**config.mk**
```make
export PLATFORM = sky130hd
export DESIGN_NAME = range_frame_tx
export DESIGN_NICKNAME = d
export VERILOG_FILES = /design/src/rtl/range_frame_tx.sv
export SDC_FILE = /design/constraint.sdc
export NUM_CORES = 1
export LEC_CHECK = 0
export CAP_MARGIN = 40
export CORE_UTILIZATION = 63
export CTS_BUF_LIST = sky130_fd_sc_hd__clkbuf_16
export CTS_CLUSTER_SIZE = 40
export DETAILED_ROUTE_END_ITERATION = 10
export PLACE_DENSITY = 0.84
export SLEW_MARGIN = 15
export SYNTH_ARGS = -nofsm -noshare
export SYNTH_HDL_FRONTEND = slang
export SYNTH_SLANG_ARGS = --single-unit
```
**constraint.sdc**
```tcl
create_clock -name clock -period 5.6 [get_ports clock]
set_input_delay 1.68 -clock clock [delete_from_list [all_inputs] [get_ports clock]]
set_output_delay 1.68 -clock clock [all_outputs]
set_load 0.05 [all_outputs]
```
**src/rtl/range_frame_tx.sv**
```systemverilog
`default_nettype none
// ============================================================================
// Module   : range_frame_tx
// Purpose  : Buffers up to DEPTH samples and plays them out as one go/finish
//            framed burst followed by a single idle gap cycle.
// Option   : RANGE_FRAME_TX_EXPECT_EN enables the max-min expected_range output
// Revision : 1.0 - initial release
// ============================================================================
module range_frame_tx #(
  parameter int WIDTH = 8,
  parameter int DEPTH = 16
) (
  input  logic                   clock,
  input  logic                   reset,
  input  logic                   i_wr_valid,
  input  logic [WIDTH-1:0]       i_wr_data,
  output logic                   o_wr_ready,
  input  logic                   i_send,
  output logic                   o_send_err,
  output logic                   o_busy,
  output logic [$clog2(DEPTH):0] o_count,
  output logic                   o_go,
  output logic                   o_finish,
  output logic [WIDTH-1:0]       o_data_out,
  output logic [WIDTH-1:0]       o_expected_range
);

  localparam int c_IDX_W = $clog2(DEPTH);
  localparam int c_CNT_W = c_IDX_W + 1;

  localparam logic [c_CNT_W-1:0] c_FULL    = c_CNT_W'(DEPTH);
  localparam logic [c_CNT_W-1:0] c_ONE     = c_CNT_W'(1);
  localparam logic [c_IDX_W-1:0] c_IDX_ONE = c_IDX_W'(1);

  localparam logic [1:0] c_S_IDLE   = 2'd0;
  localparam logic [1:0] c_S_FIRST  = 2'd1;
  localparam logic [1:0] c_S_STREAM = 2'd2;
  localparam logic [1:0] c_S_GAP    = 2'd3;

  logic [1:0]         r_state;
  logic [1:0]         w_next_state;
  logic [WIDTH-1:0]   r_buf [DEPTH];
  logic [c_CNT_W-1:0] r_count;
  logic [c_IDX_W-1:0] r_idx;
  logic               r_send_err;
  logic               w_wr_fire;
  logic               w_last;

  // Writes are refused while reset is held so a producer never sees a phantom accept.
  assign o_wr_ready = !reset && (r_state == c_S_IDLE) && (r_count < c_FULL) && !i_send;
  assign w_wr_fire  = i_wr_valid && o_wr_ready;
  assign w_last     = ({1'b0, r_idx} == (r_count - c_ONE));
  assign o_count    = r_count;

  always_ff @(posedge clock) begin
    if (reset) begin
      r_state <= c_S_IDLE;
    end else begin
      r_state <= w_next_state;
    end
  end

  always_comb begin
    w_next_state = r_state;
    case (r_state)
      c_S_IDLE: begin
        if (i_send && (r_count != '0)) begin
          w_next_state = c_S_FIRST;
        end
      end
      c_S_FIRST: begin
        w_next_state = c_S_STREAM;
      end
      c_S_STREAM: begin
        if (w_last) begin
          w_next_state = c_S_GAP;
        end
      end
      c_S_GAP: begin
        w_next_state = c_S_IDLE;
      end
      default: begin
        w_next_state = c_S_IDLE;
      end
    endcase
  end

  always_comb begin
    o_go       = 1'b0;
    o_finish   = 1'b0;
    o_data_out = '0;
    o_busy     = (r_state != c_S_IDLE);
    o_send_err = r_send_err;
    case (r_state)
      c_S_FIRST: begin
        o_go       = 1'b1;
        o_data_out = r_buf[0];
      end
      c_S_STREAM: begin
        o_data_out = r_buf[r_idx];
        o_finish   = w_last;
      end
      default: begin
        o_go       = 1'b0;
      end
    endcase
  end

  always_ff @(posedge clock) begin
    if (reset) begin
      r_count    <= '0;
      r_idx      <= '0;
      r_send_err <= 1'b0;
    end else begin
      r_send_err <= (r_state == c_S_IDLE) && i_send && (r_count == '0);
      case (r_state)
        c_S_IDLE: begin
          if (w_wr_fire) begin
            r_count <= r_count + c_ONE;
          end
        end
        c_S_FIRST: begin
          // A single-sample frame repeats sample 0 so the frame still spans two beats.
          r_idx <= (r_count == c_ONE) ? '0 : c_IDX_ONE;
        end
        c_S_STREAM: begin
          if (!w_last) begin
            r_idx <= r_idx + c_IDX_ONE;
          end
        end
        default: begin
          r_count <= '0;
          r_idx   <= '0;
        end
      endcase
    end
  end

  always_ff @(posedge clock) begin
    if (w_wr_fire) begin
      r_buf[r_count[c_IDX_W-1:0]] <= i_wr_data;
    end
  end

`ifdef RANGE_FRAME_TX_EXPECT_EN
  logic [WIDTH-1:0] r_max;
  logic [WIDTH-1:0] r_min;

  always_ff @(posedge clock) begin
    if (reset || (r_state == c_S_GAP)) begin
      r_max <= '0;
      r_min <= '0;
    end else if (w_wr_fire) begin
      if (r_count == '0) begin
        r_max <= i_wr_data;
        r_min <= i_wr_data;
      end else begin
        if (i_wr_data > r_max) begin
          r_max <= i_wr_data;
        end
        if (i_wr_data < r_min) begin
          r_min <= i_wr_data;
        end
      end
    end
  end

  assign o_expected_range = r_max - r_min;
`else
  assign o_expected_range = '0;
`endif

endmodule
`default_nettype wire

```
==> results.json <==
{
  "synth_commonest_cells": "edfxtp_1 (128), nor2_1 (25), mux4_1 (24)",
  "synth.yosys.seq_area_share_pct": 67.64,
  "mappedNetlistArea_um2": 6156,
  "netSwitchingPower_uw": 689.7,
  "std_cell_rows": 35,
  "worst_ir_drop_vdd_mv": 0.2448,
  "wire_length_of_the_first_global_routing_pass_um": 18750,
  "maxCapViolations": 0,
  "synth-warning-count": 0,
  "outcome": "finished, final reports clean",
  "h_tree_depth": 4,
  "cellInternalPower_mw": 1.994,
  "place.port_buffers": 29,
  "grt_pass1_vias": 3206,
  "critical_path_peak_fanout": 21,
  "initial_core_util_pct": 65.69,
  "n_antenna_cell": 0,
  "syn_area_per_cell_um2": 18.27,
  "power_leakage_nw": 2.307,
  "fin_cells": 510,
  "max-slew-margin-rel_pct": 42.55,
  "synth_most_common_cell": "edfxtp_1",
  "synth_seq_cells": 144,
  "setup_violation_total_in_the_final_timing_report": 0,
  "timing.clock.skew_ns": 0.006523,
  "grt_max_degree": 33,
  "timing.fmax_ghz": 0.1909,
  "dieHeight_um": 100.9,
  "synth_fa_ha_area_share_pct": 2.033,
  "synth_top_cell_area_share_pct": 62.44,
  "cts.sinks": 144,
  "avgRoutedWirePerCell_um": 24.50,
  "synth.mux.area_fraction_pct": 16.26,
  "min_from": "r_state[1]",
  "ys_async_sr_fraction_pct": 0,
  "die_outline_width_um": 100.9,
  "synth_flop_cell": "edfxtp_1",
  "combPwrFrac_pct": 12.2,
  "timing.critical_path.from_type": "register",
  "final_max_slew_viol_count": 0,
  "num_vias": 3335,
  "dominant_combinational_cell_family_by_area_after_synthesis": "multiplexers",
  "r2r-start": "r_state[0]",
  "dpl_cells": 476,
  "design.final.nets": 390,
  "cpLargestDelayFamily": "multiplexers",
  "clock_latency_ns": 0.41,
  "timing.critical_path.arrival_ns": 3.56,
  "number_of_hold_buffers_added_after_cts": 0,
  "placeableCoreArea_um2": 9371,
  "clock_tree_from_tritoncts": "done",
  "switching_share_pct": 25.70,
  "timing.hold.worst.class": "reg2reg",
  "timing.critical_path.required_ns": 3.92,
  "cts_inserted_buffers": 17,
  "detail-route-antenna-nets": 0,
  "critPathSlowestCell": "dfxtp_2",
  "critPathKind": "reg2out",
  "path_clk_slew_ns": 0.06,
  "period_minus_slack_ns": 5.239,
  "synthesis.instances": 337,
  "critical-path-max-stage-delay_ns": 0.78,
  "cts_setup_buffers": 0,
  "drtIter0Drc": 443,
  "grt-ovfl-total": 0,
  "grt_util_all_layers_pct": 26.81,
  "finalWirelength_um": 12490,
  "power_frac_clock_pct": 43.2,
  "worstPathBufferInverterCount": 2,
  "ys_top_cells_by_area": "edfxtp_1 (62%), mux4_1 (10%), mux4_2 (5.9%)",
  "final_min_period_over_clock_period_pct": 93.55,
  "die_area_um2": 10170,
  "grt_setup_unrepaired": "false",
  "count_of_flip_flops_with_a_built_in_enable_after_synthesis": 128,
  "synthSimpleGateAreaFrac_pct": 4.959,
  "worst_slew_pin_slew_ns": 0.8585,
  "cts_max_path_buffers": 2,
  "power.sequential.fraction_pct": 44.6,
  "firstDrtPassIters": 5,
  "antenna_found_initial": 0,
  "synth_xor_area_share_pct": 0.7114,
  "cp-end-kind": "primary output",
  "place.detailed.hpwl_um": 7791,
  "drive_above_1_share_pct": 14.44,
  "path_cells": "buf_4, mux4_1, mux4_2, a32o_1, clkdlybuf4s50_1",
  "clk_root_buffer_cell": "clkbuf_16",
  "fraction_of_the_mapped_netlist_area_in_compound_gates_pct": 4.817,
  "hold_viol": 0,
  "dpl_cell_area_um2": 6461,
  "vias_per_cell": 6.539,
  "post_synth_num_cell_types": 51,
  "tns_ns": 0,
  "cts-resized-gates": 0,
  "finalWeightedCongestion": 0.8473,
  "route.detailed.drc": 0,
  "power_density_nw_per_um2": 378.9,
  "yosysTopAreaCell": "edfxtp_1",
  "final_design_area_no_fill_um2": 7084,
  "area_delta_synth_final_pct": 15.08,
  "i_o_pins": 38
}
-- per-stage QoR --
stage | power [mW] | utilization, % | setup WS (ns) | hold WS [ns]
6_report | 2.684 | 75.59 | 0.3610 | 0.4945
5_1_grt | 2.760 | 75.59 | 0.2686 | 0.5173
3_5_place_dp | 1.536 | 68.95 | 0.8090 | 0.4906
4_1_cts | 2.688 | 75.43 | 0.3377 | 0.4986
2_1_floorplan | 1.449 | - | 0.4722 | 0.4515
3_3_place_gp | 1.523 | 68.95 | 0.8681 | 0.4615
-- flip-flops by register name, summed over array words and instances, names as in the netlist, named ones only --
register    cells
r_buf         128
r_idx           4
o_count         5
r_state         2
o_send_err      1
-- metal layers --
metal	up-vias	GRT usage (%)	wire length, um
li1	1429	-	-
met4	0	11.82	373
met2	223	41.73	6113
met1	1649	36.39	4844
met5	-	0	0
met3	34	6.865	1162
-- power by group through the flow --
stage	logic (mW)	clock network, mW	registers [mW]
2_1_floorplan	0.227	0	1.22
3_3_place_gp	0.305	0	1.22
3_5_place_dp	0.317	0	1.22
4_1_cts	0.322	1.17	1.20
5_1_grt	0.347	1.21	1.20
6_report	0.328	1.16	1.20
-- final cells by class --
cell class,instances,area (um2)
multi-input combinational,165,1802
timing repair buffer,34,325.3
clock inverter,15,182.7
sequential,144,4165
inverter,6,22.52
fill,537,2287
tap,129,161.4
clock buffer,17,425.4
-- path summary, 6_finish.rpt --
| path | to | slack [ns] | cells after the start |
|---|---|---|---|
| min reg2reg | r_state[1] | 0.49 | 2 |
| max | o_data_out[2] | 0.36 | 5 |
| min | r_state[1] | 0.49 | 2 |
| max reg2reg | r_buf[3][4] | 2.44 | 6 |
-- cell usage in the layout (no fill, tap or decap), types with 6 or more instances in the layout --
| cell | Yosys | final |
|---|---|---|
| mux4_2 | 16 | 16 |
| conb_1 | 1 | 8 |
| inv_1 | 6 | 8 |
| dfxtp_1 | 16 | 15 |
| nor2_1 | 25 | 25 |
| a21oi_1 | 6 | 6 |
| mux4_1 | 24 | 24 |
| ha_1 | 10 | 10 |
| a32o_1 | 8 | 8 |
| edfxtp_1 | 128 | 128 |
| clkdlybuf4s50_1 | 0 | 28 |
| clkbuf_16 | 0 | 17 |
| nand2_1 | 12 | 12 |
| buf_4 | 9 | 6 |
| nand2b_1 | 7 | 7 |
-- logic make-up (layout without fill, tap and decap cells) --
family,count (synthesis),in the layout
xor gates and xnor gates,5,5
other,1,8
muxes,41,41
AOI/OAI and AO/OA,38,38
and+or+nand+nor,63,63
adders and majority gates,10,10
DFF,144,144
buffers and inverters,35,72
-- tightest hold or removal path, cell delays in order, from the launching register on --
cell     delay [ns]
dfxtp_1        0.33
nand2_1        0.06
mux2i_1        0.06
No activity file was read; power rests on OpenSTA's default activity.
